[src/rtl/alu_pkg.sv]
// Shared ALU opcodes, sequencer state encoding and iteration count.
package alu_pkg;

    localparam logic [4:0] OPC_ADD = 5'b00000;
    localparam logic [4:0] OPC_SUB = 5'b00001;
    localparam logic [4:0] OPC_AND = 5'b00010;
    localparam logic [4:0] OPC_OR  = 5'b00011;
    localparam logic [4:0] OPC_SLL = 5'b00100;
    localparam logic [4:0] OPC_SRA = 5'b00101;

    localparam int N_ITER = 32;

    typedef enum logic [1:0] {
        ST_IDLE = 2'd0,
        ST_MUL  = 2'd1,
        ST_DIV  = 2'd2
    } state_e;

endpackage

[src/rtl/alu.sv]
// Combinational 32-bit ALU: add/sub with signed overflow, logic ops, shifts, compare flags.
module alu
    import alu_pkg::*;
(
    input  logic [31:0] data_operandA,
    input  logic [31:0] data_operandB,
    input  logic [4:0]  ctrl_ALUopcode,
    input  logic [4:0]  ctrl_shiftamt,
    output logic [31:0] data_result,
    output logic        isNotEqual,
    output logic        isLessThan,
    output logic        overflow
);

    logic        is_sub;
    logic [31:0] b_eff;
    logic [31:0] sum;
    logic [31:0] diff;

    always_comb begin
        is_sub   = (ctrl_ALUopcode == OPC_SUB);
        b_eff    = is_sub ? ~data_operandB : data_operandB;
        sum      = data_operandA + b_eff + {31'd0, is_sub};
        overflow = (data_operandA[31] == b_eff[31]) && (sum[31] != data_operandA[31]);

        // Compare flags always come from A-B, independent of the opcode.
        diff       = data_operandA - data_operandB;
        isNotEqual = (data_operandA != data_operandB);
        isLessThan = diff[31] ^ ((data_operandA[31] != data_operandB[31]) &&
                                 (diff[31] != data_operandA[31]));

        case (ctrl_ALUopcode)
            OPC_ADD, OPC_SUB: data_result = sum;
            OPC_AND:          data_result = data_operandA & data_operandB;
            OPC_OR:           data_result = data_operandA | data_operandB;
            OPC_SLL:          data_result = data_operandA << ctrl_shiftamt;
            OPC_SRA:          data_result = $signed(data_operandA) >>> ctrl_shiftamt;
            default:          data_result = 32'd0;
        endcase
    end

endmodule

[src/rtl/alu_multdiv_seq.sv]
// Iterative signed multiply (radix-2 Booth) / divide (restoring on magnitudes)
// that routes every add/subtract through one shared alu instance.
module alu_multdiv_seq
    import alu_pkg::*;
#(
    parameter int WIDTH = 32
) (
    input  logic             clock,
    input  logic             reset,
    input  logic             ctrl_MULT,
    input  logic             ctrl_DIV,
    input  logic [WIDTH-1:0] data_operandA,
    input  logic [WIDTH-1:0] data_operandB,
    output logic [WIDTH-1:0] data_result,
    output logic             data_exception,
    output logic             data_resultRDY,
    output logic             busy
);

    localparam logic [4:0] LAST = 5'(N_ITER - 1);

    state_e           state_q, state_d;
    logic [4:0]       cnt_q, cnt_d;
    // hi/lo double as remainder/quotient in DIV; m holds multiplicand or divisor.
    logic [WIDTH-1:0] hi_q, hi_d, lo_q, lo_d, m_q, m_d;
    logic             qm1_q, qm1_d;
    logic             neg_q, neg_d, dexc_q, dexc_d, dz_q, dz_d;
    logic [WIDTH-1:0] res_q, res_d;
    logic             exc_q, exc_d, rdy_q, rdy_d;

    logic             start_ok, div_zero, booth_use, borrow, sgn;
    logic [WIDTH-1:0] r_sh, q_sh, sum, abs_a, abs_b;
    logic [WIDTH-1:0] alu_a, alu_res;
    logic [4:0]       alu_op;
    logic             alu_ovf, alu_ne_unused, alu_lt_unused;

    alu alu_sh (
        .data_operandA  (alu_a),
        .data_operandB  (m_q),
        .ctrl_ALUopcode (alu_op),
        .ctrl_shiftamt  (5'd0),
        .data_result    (alu_res),
        .isNotEqual     (alu_ne_unused),
        .isLessThan     (alu_lt_unused),
        .overflow       (alu_ovf)
    );

    always_ff @(posedge clock or posedge reset) begin
        if (reset) begin
            state_q <= ST_IDLE;
            cnt_q   <= '0;
            hi_q    <= '0;
            lo_q    <= '0;
            m_q     <= '0;
            qm1_q   <= 1'b0;
            neg_q   <= 1'b0;
            dexc_q  <= 1'b0;
            dz_q    <= 1'b0;
            res_q   <= '0;
            exc_q   <= 1'b0;
            rdy_q   <= 1'b0;
        end else begin
            state_q <= state_d;
            cnt_q   <= cnt_d;
            hi_q    <= hi_d;
            lo_q    <= lo_d;
            m_q     <= m_d;
            qm1_q   <= qm1_d;
            neg_q   <= neg_d;
            dexc_q  <= dexc_d;
            dz_q    <= dz_d;
            res_q   <= res_d;
            exc_q   <= exc_d;
            rdy_q   <= rdy_d;
        end
    end

    // A pending divide-by-zero completion also blocks new starts for its one cycle.
    assign start_ok = (state_q == ST_IDLE) && !dz_q;
    assign div_zero = (data_operandB == '0);

    always_comb begin
        state_d = state_q;
        case (state_q)
            ST_IDLE: begin
                if (start_ok && ctrl_MULT)
                    state_d = ST_MUL;
                else if (start_ok && ctrl_DIV && !div_zero)
                    state_d = ST_DIV;
            end
            ST_MUL, ST_DIV: begin
                if (cnt_q == LAST)
                    state_d = ST_IDLE;
            end
            default: state_d = ST_IDLE;
        endcase
    end

    always_comb begin
        r_sh   = {hi_q[WIDTH-2:0], lo_q[WIDTH-1]};
        q_sh   = {lo_q[WIDTH-2:0], 1'b0};
        alu_a  = hi_q;
        alu_op = OPC_ADD;
        if (state_q == ST_DIV) begin
            alu_a  = r_sh;
            alu_op = OPC_SUB;
        end else if (state_q == ST_MUL && lo_q[0] && !qm1_q) begin
            alu_op = OPC_SUB;
        end
    end

    always_comb begin
        state_hold: begin
            cnt_d  = cnt_q;
            hi_d   = hi_q;
            lo_d   = lo_q;
            m_d    = m_q;
            qm1_d  = qm1_q;
            neg_d  = neg_q;
            dexc_d = dexc_q;
            dz_d   = 1'b0;
            res_d  = res_q;
            exc_d  = exc_q;
            rdy_d  = 1'b0;
        end
        abs_a     = data_operandA[WIDTH-1] ? (~data_operandA + 1'b1) : data_operandA;
        abs_b     = data_operandB[WIDTH-1] ? (~data_operandB + 1'b1) : data_operandB;
        booth_use = lo_q[0] ^ qm1_q;
        sum       = booth_use ? alu_res : hi_q;
        // Sign from the ALU's true result keeps the Booth partial product exact.
        sgn       = booth_use ? (alu_res[WIDTH-1] ^ alu_ovf) : hi_q[WIDTH-1];
        borrow    = (r_sh[WIDTH-1] != m_q[WIDTH-1]) ? m_q[WIDTH-1] : alu_res[WIDTH-1];

        if (dz_q) begin
            res_d = '0;
            exc_d = 1'b1;
            rdy_d = 1'b1;
        end

        case (state_q)
            ST_IDLE: begin
                if (start_ok && ctrl_MULT) begin
                    hi_d  = '0;
                    lo_d  = data_operandB;
                    qm1_d = 1'b0;
                    m_d   = data_operandA;
                    cnt_d = '0;
                end else if (start_ok && ctrl_DIV) begin
                    if (div_zero) begin
                        dz_d = 1'b1;
                    end else begin
                        hi_d   = '0;
                        lo_d   = abs_a;
                        m_d    = abs_b;
                        neg_d  = data_operandA[WIDTH-1] ^ data_operandB[WIDTH-1];
                        dexc_d = (data_operandA == {1'b1, {(WIDTH-1){1'b0}}}) &&
                                 (data_operandB == {WIDTH{1'b1}});
                        cnt_d  = '0;
                    end
                end
            end
            ST_MUL: begin
                hi_d  = {sgn, sum[WIDTH-1:1]};
                lo_d  = {sum[0], lo_q[WIDTH-1:1]};
                qm1_d = lo_q[0];
                cnt_d = cnt_q + 1'b1;
                if (cnt_q == LAST) begin
                    res_d = lo_d;
                    exc_d = (hi_d != {WIDTH{lo_d[WIDTH-1]}});
                    rdy_d = 1'b1;
                end
            end
            ST_DIV: begin
                hi_d  = borrow ? r_sh : alu_res;
                lo_d  = {q_sh[WIDTH-1:1], ~borrow};
                cnt_d = cnt_q + 1'b1;
                if (cnt_q == LAST) begin
                    res_d = neg_q ? (~lo_d + 1'b1) : lo_d;
                    exc_d = dexc_q;
                    rdy_d = 1'b1;
                end
            end
            default: ;
        endcase
    end

    always_comb begin
        busy           = (state_q != ST_IDLE);
        data_result    = res_q;
        data_exception = exc_q;
        data_resultRDY = rdy_q;
    end

endmodule

[config.mk]
export PLATFORM = sky130hd
export DESIGN_NAME = alu_multdiv_seq
export DESIGN_NICKNAME = d
export VERILOG_FILES = /design/src/rtl/alu_pkg.sv /design/src/rtl/alu.sv /design/src/rtl/alu_multdiv_seq.sv
export SDC_FILE = /design/constraint.sdc
export NUM_CORES = 1
export LEC_CHECK = 0
export BUFFER_PORTS_ARGS = -buffer_cell sky130_fd_sc_hd__buf_2
export CELL_PAD_IN_SITES_DETAIL_PLACEMENT = 0
export CELL_PAD_IN_SITES_GLOBAL_PLACEMENT = 1
export CORE_ASPECT_RATIO = 1.1
export CORE_MARGIN = 10
export CORE_UTILIZATION = 35
export DETAILED_ROUTE_END_ITERATION = 12
export GPL_TIMING_DRIVEN = 0
export HOLD_SLACK_MARGIN = 0.1
export PLACE_DENSITY = 0.62
export RECOVER_POWER = 50
export SETUP_SLACK_MARGIN = 0.02
export SLEW_MARGIN = 5
export SYNTH_ARGS = -nofsm -noshare
export SYNTH_HDL_FRONTEND = slang
export SYNTH_SLANG_ARGS = --single-unit
[constraint.sdc]
create_clock -name clock -period 13.7 [get_ports clock]
set_input_delay 2.74 -clock clock [delete_from_list [all_inputs] [get_ports clock]]
set_output_delay 2.74 -clock clock [all_outputs]
set_load 0.03 [all_outputs]
==> results of run 1 <==
## cells by family after synthesis
kind of cell    Yosys count
xor+xnor                142
buf+inv                 156
fa+ha+maj                41
flops                   141
mux                      59
simple gates            518
compound gates          605
## metrics by stage
stage               area (um^2)  hold slack [ns]  setup WS, ns
floorplan                 12700            0.443          7.18
global placement          13800            0.460          4.77
detailed placement        13800            0.468          4.78
CTS                       14400            0.482          4.75
global route              14300            0.509          3.72
finish                    14300            0.484          4.61
## cell type report
class / instances / area (um^2)
flip-flops and latches: 141 / 3530
plain buffers: 128 / 549
inverters: 28 / 106
fillers: 3865 / 21600
well taps: 487 / 609
clock inverters: 15 / 150
multi-input cells: 1365 / 8490
clock buffers: 17 / 425
repair buffers: 102 / 490
## layer usage
layer	track usage, %	share of wire [%]	wire (um)	up-vias
met5	0	0	0	-
met4	11.5	4.1	2310	0
met3	4.68	6.0	3430	104
met2	40.6	46	26100	520
met1	32.5	44	25000	6476
li1	-	-	-	6348
## final timing paths
check                      depth (start not counted)  slack, ns         endpoint
max                                               25       4.61  data_result[24]
min                                                2       0.48         cnt_q[4]
max reg2reg                                       25       4.61  data_result[24]
min reg2reg                                        2       0.48         cnt_q[4]
max in group asynchronous                          3       4.93           m_q[4]
min in group asynchronous                          2       2.94  data_result[15]
## power by group through the flow
stage                     combinational (mW)  clock, mW  sequential [mW]
after floorplan                         2.20          0            0.661
after global placement                  3.19          0            0.736
after detailed placement                3.18          0            0.734
after CTS                               3.20      0.483            0.727
after global routing                    3.52      0.500            0.750
final                                   3.23      0.478            0.735
## synthesized netlist by cell type, types with 14 or more instances
master    number  share of area [%]
nand2_1      238                7.1
a21oi_1      153                6.0
o21ai_0      147                5.8
dfrtp_1      141                 28
nor2_1       130                3.9
clkbuf_1      91                2.7
xnor2_1       76                5.3
xor2_1        66                4.6
o31ai_1       48                2.8
o21ai_1       44                1.7
ha_1          40                4.0
mux2_2        35                3.1
a221oi_1      27                1.9
nor3_1        27                1.1
o22ai_1       27                1.3
a31oi_1       25                1.2
inv_1         24               0.71
mux2i_1       24                1.9
a211oi_1      23                1.4
or3_1         22                1.1
nand4_1       19               0.94
nand3_1       18               0.71
a22oi_1       17                1.0
a21o_1        15               0.89
buf_1         14               0.41
## state kept, by name, summed over array words and instances, names as in the netlist
signal	flops
data_result	32
hi_q	32
lo_q	32
m_q	32
cnt_q	5
state_q	2
data_exception	1
data_resultRDY	1
dexc_q	1
dz_q	1
neg_q	1
qm1_q	1
## worst max-delay path, delay by kind of cell (launching register included)
kind            cells  cell delay [ns]
buf+inv             8             3.45
compound gates      7             2.79
simple gates        5             0.94
fa+ha+maj           3             0.79
mux                 1             0.42
flops               1             0.40
xor+xnor            1             0.15
==> flow_summary.json, run 1 <==
{
  "drv_cap": 2,
  "vias": 13400,
  "coreArea_mm2": 0.0360,
  "antenna_found_initial": 0,
  "tns_ns": 0,
  "cp_data_arrival_time_ns": 9.41,
  "hold_viol_final": 0,
  "rr_startpoint": "state_q[0]",
  "crit_fanout": 10,
  "p_clk_share_pct": 10.7,
  "diodes": 0,
  "cts.sinks": 141,
  "max_freq_mhz": 110,
  "ys_warn_count": 0,
  "synth-seq-cells": 141,
  "gp_congestion": 0.947,
  "power_mw": 4.45,
  "synth_fa_ha_area_share_pct": 4.11,
  "routed_wl_um": 56800,
  "min_from": "cnt_q[4]",
  "ios": 103,
  "first_pass_iters": 6,
  "syn-cell-area_mm2": 0.0127,
  "max_slew_margin_pct": -248,
  "routed_via_density": 5.89,
  "dp_hpwl_um": 44400,
  "first_global_vias": 13400,
  "ant_nets": 0,
  "comb_power_share_pct": 72.7,
  "swShare_pct": 57.6,
  "routedWlPerCell_um": 24.9,
  "rsz0062_at_grt": "no",
  "synth_nets": 1771,
  "synthArstFlopShare_pct": 100,
  "clockBufferDepth": 2,
  "synth_edf_count": 0,
  "initial_utilization_pct": 35.2,
  "synth_cells": 1662,
  "post_cts_buffers": 0,
  "gr-usage-all-layers_pct": 25.3,
  "postLayoutCoreUtil_pct": 39.9,
  "period_minus_slack_ns": 9.09,
  "crit_type": "register to register",
  "hold_class": "register to register",
  "p_leak_nw": 5.75,
  "final_cell_mix": "238 x nand2_1, 153 x a21oi_1, 147 x o21ai_0, 141 x dfrtp_1, 130 x nor2_1",
  "slowest_stage": "a2111oi_0",
  "cp-end-kind": "register",
  "ctsRootBufferMaster": "clkbuf_16",
  "syn_to_final_growth_pct": 13.3,
  "cp-startpoint": "state_q[0]",
  "seqPwrFrac_pct": 16.5,
  "required_ns": 14.02,
  "synth_cell_types": 74,
  "setup_viol": 0,
  "std_cell_rows": 73,
  "mostFrequentLayoutCell": "nand2_1",
  "drc": 0,
  "cts_inserted_buffers": 17,
  "synthMuxAreaShare_pct": 5.01,
  "yosys.area_share.xor_xnor_pct": 9.82,
  "synth_top_family_by_area": "compound AO/OA/AOI/OAI gates",
  "clock_latency_ns": 0.46,
  "io_buffers": 101,
  "syn_area_per_cell_um2": 7.62,
  "post_cts_resized": 0,
  "cpMostUsedCell": "clkbuf_1",
  "power.density_mw_per_mm2": 310,
  "period_share_pct": 66.4,
  "fin_skew_ns": 0.0117,
  "grt_max_degree": 89,
  "die_y_um": 219,
  "synth_compound_area_share_pct": 29.6,
  "hold_buffers": 0,
  "grt_overflow": 0,
  "fp.dieArea_mm2": 0.0442,
  "worst_pin_slew_ns": 5.21,
  "violations": "capacitance limit, slew limit",
  "tritoncts": "done",
  "final_layout_size_suffix_gt1_share_pct": 10.8,
  "instances_no_fill": 2283,
  "critical_path.startpoint_type": "register",
  "slew_viol_final": 144,
  "dp_cells": 2251,
  "synth-simple-area-share_pct": 18.4,
  "drtIter0Drc": 1292,
  "ys_seq_area_share_pct": 27.9,
  "critical_path.max_stage_delay_ns": 0.83,
  "power.switching_mw": 2.56,
  "irDropWorstVdd_mv": 0.136,
  "power.internal_mw": 1.89,
  "cts.htree.levels": 4,
  "ys.flop_type": "dfrtp_1",
  "cts.clk_slew.worst_paths_ns": 0.07,
  "grt_pass1_wl_um": 85000,
  "die_x_um": 201,
  "status": "complete, but fails checks",
  "nNetsFinal": 1892
}
(Power assumes the default switching activity.)
==> run 2: changes to the inputs <==
--- a/config.mk
+++ b/config.mk
@@ -14,7 +14,7 @@
 export DETAILED_ROUTE_END_ITERATION = 12
 export GPL_TIMING_DRIVEN = 0
 export HOLD_SLACK_MARGIN = 0.1
-export PLACE_DENSITY = 0.62
+export PLACE_DENSITY = 0.65
 export RECOVER_POWER = 50
 export SETUP_SLACK_MARGIN = 0.02
 export SLEW_MARGIN = 5
==> constraint.sdc (replaced) <==
create_clock -name clock -period 7.65 [get_ports clock]
set_input_delay 1.53 -clock clock [delete_from_list [all_inputs] [get_ports clock]]
set_output_delay 1.53 -clock clock [all_outputs]
set_load 0.03 [all_outputs]
==> flow_summary.json, run 2 (same netlist as run 1, synthesis figures left out) <==
{
  "status": "complete, but fails checks",
  "violations": "capacitance limit, slew limit",
  "rsz0062_at_grt": "no",
  "cts_inserted_buffers": 17,
  "p_clk_share_pct": 11.2,
  "drtIter0Drc": 1367,
  "fin_skew_ns": 0.0125,
  "nNetsFinal": 1894,
  "irDropWorstVdd_mv": 0.205,
  "cp_data_arrival_time_ns": 7.61,
  "die_x_um": 201,
  "first_global_vias": 13100,
  "mostFrequentLayoutCell": "nand2_1",
  "postLayoutCoreUtil_pct": 40.1,
  "crit_type": "register to register",
  "ios": 103,
  "drv_cap": 2,
  "max_freq_mhz": 137,
  "slew_viol_final": 144,
  "period_share_pct": 95.6,
  "cp-endpoint": "data_result[30]",
  "io_buffers": 101,
  "diodes": 0,
  "reg2reg_to": "data_result[30]",
  "coreArea_mm2": 0.0360,
  "power.internal_mw": 3.49,
  "hold_buffers": 0,
  "seqPwrFrac_pct": 16.5,
  "ctsRootBufferMaster": "clkbuf_16",
  "dp_hpwl_um": 43900,
  "power.density_mw_per_mm2": 556,
  "cts.sinks": 141,
  "rr_startpoint": "state_q[0]",
  "gr-usage-all-layers_pct": 24.6,
  "std_cell_rows": 73,
  "grt_max_degree": 107,
  "tns_ns": 0,
  "r2r_setup_slack_ns": 0.33,
  "power.switching_mw": 4.52,
  "die_y_um": 219,
  "cts.clk_slew.worst_paths_ns": 0.06,
  "period_minus_slack_ns": 7.32,
  "antenna_found_initial": 0,
  "critical_path.startpoint_type": "register",
  "p_leak_nw": 5.80,
  "cts.htree.levels": 4,
  "routedWlPerCell_um": 24.4,
  "syn_to_final_growth_pct": 13.8,
  "worst_pin_slew_ns": 2.89,
  "tritoncts": "done",
  "cp-startpoint": "state_q[0]",
  "final_layout_size_suffix_gt1_share_pct": 11.3,
  "routed_via_density": 5.94,
  "grt_overflow": 0,
  "routed_wl_um": 55800,
  "fp.dieArea_mm2": 0.0442,
  "hold_class": "register to register",
  "vias": 13600,
  "drc": 0,
  "final_cell_mix": "238 x nand2_1, 153 x a21oi_1, 145 x o21ai_0, 141 x dfrtp_1, 129 x nor2_1",
  "ant_nets": 0,
  "swShare_pct": 56.4,
  "clock_latency_ns": 0.44,
  "required_ns": 7.95,
  "rr_worst_depth": 27,
  "setup_viol": 0,
  "hold_viol_final": 0,
  "clockBufferDepth": 2,
  "fill_cells": 3865,
  "comb_power_share_pct": 72.3,
  "max_slew_margin_pct": -92.8,
  "first_pass_iters": 6,
  "crit_fanout": 16,
  "initial_utilization_pct": 35.2,
  "grt_pass1_wl_um": 83900,
  "cp-end-kind": "register",
  "instances_no_fill": 2282,
  "gp_congestion": 0.964,
  "dp_cells": 2252
}
## run 2: changes by cell type in the layout (fill, tap and decap cells not counted), sizes merged
cell	delta
buf	+1
bufinv	+3
clkbuf	+3
clkinv	+2
clkinvlp	-2
inv	-8
## run 2: layout make-up
cell class                      count  area (um^2)  share of cell area [%]
Sequential cell                   141         3530                    24.5
Buffer                            127          554                    3.84
Clock buffer                       19          443                    3.07
Tap cell                          487          609                    4.23
Multi-Input combinational cell   1365         8490                    58.9
Clock inverter                     10          165                    1.15
Timing Repair Buffer              105          510                    3.54
Inverter                           28          111                   0.772
## run 2: metrics by stage
step	hold slack [ns]	cell area (um^2)	setup slack (ns)	total power, mW
floorplan	0.443	12700	1.59	5.12
global placement	0.474	13800	-1.41	6.95
detailed placement	0.466	13800	-1.13	6.96
CTS	0.481	14400	0.0988	7.90
global route	0.525	14400	0.00501	8.56
finish	0.484	14400	0.334	8.01
## run 2: what timing repair did
item	in CTS	in global routing
pin swaps	0	1
setup endpoints to repair	16	7
buffers inserted	0	2
resized for setup	9	5
## run 2: worst min-delay path by stage
stage | from | end | slack, ns | depth (start not counted)
after floorplan | dexc_q | dexc_q | 0.44 | 2
after global placement | cnt_q[4] | cnt_q[4] | 0.47 | 2
after detailed placement | cnt_q[4] | cnt_q[4] | 0.47 | 2
after CTS | cnt_q[4] | cnt_q[4] | 0.48 | 2
after global routing | cnt_q[4] | cnt_q[4] | 0.52 | 2
final | cnt_q[4] | cnt_q[4] | 0.48 | 2
## run 2: routing by layer
| metal | vias up | GRT usage, % | share of wire (%) |
|---|---|---|---|
| met4 | 0 | 7.62 | 2.4 |
| met1 | 6657 | 33.4 | 46 |
| met5 | - | 0 | 0 |
| met3 | 77 | 2.82 | 5.0 |
| li1 | 6346 | - | - |
| met2 | 477 | 40.3 | 47 |
## run 2: worst max-delay path, cell delays in order (launching register included)
cell and delay (ns):
dfrtp_1 0.40, inv_1 0.11, ha_1 0.15, buf_2 0.26
clkinv_1 0.32, and2_1 0.24, clkbuf_1 0.20, clkbuf_2 0.30
xnor2_1 0.47, ha_1 0.32, clkbuf_1 0.23, a21oi_1 0.22
o21ai_1 0.14, nor2_1 0.23, a2111oi_2 0.13, or4b_2 0.66
nand4_1 0.16, o211ai_1 0.10, buf_4 0.17, clkinv_4 0.15
clkbuf_2 0.32, ha_1 0.34, nand4_1 0.21, nand2b_1 0.29
o41ai_1 0.60, xnor2_1 0.12, o21ai_0 0.20, a31oi_1 0.11
## run 2: power by group through the flow
stage	clock, mW	combinational (mW)	sequential [mW]
floorplan	0	3.94	1.18
global placement	0	5.63	1.32
detailed placement	0	5.64	1.32
CTS	0.911	5.68	1.31
global route	0.939	6.28	1.35
finish	0.899	5.80	1.32
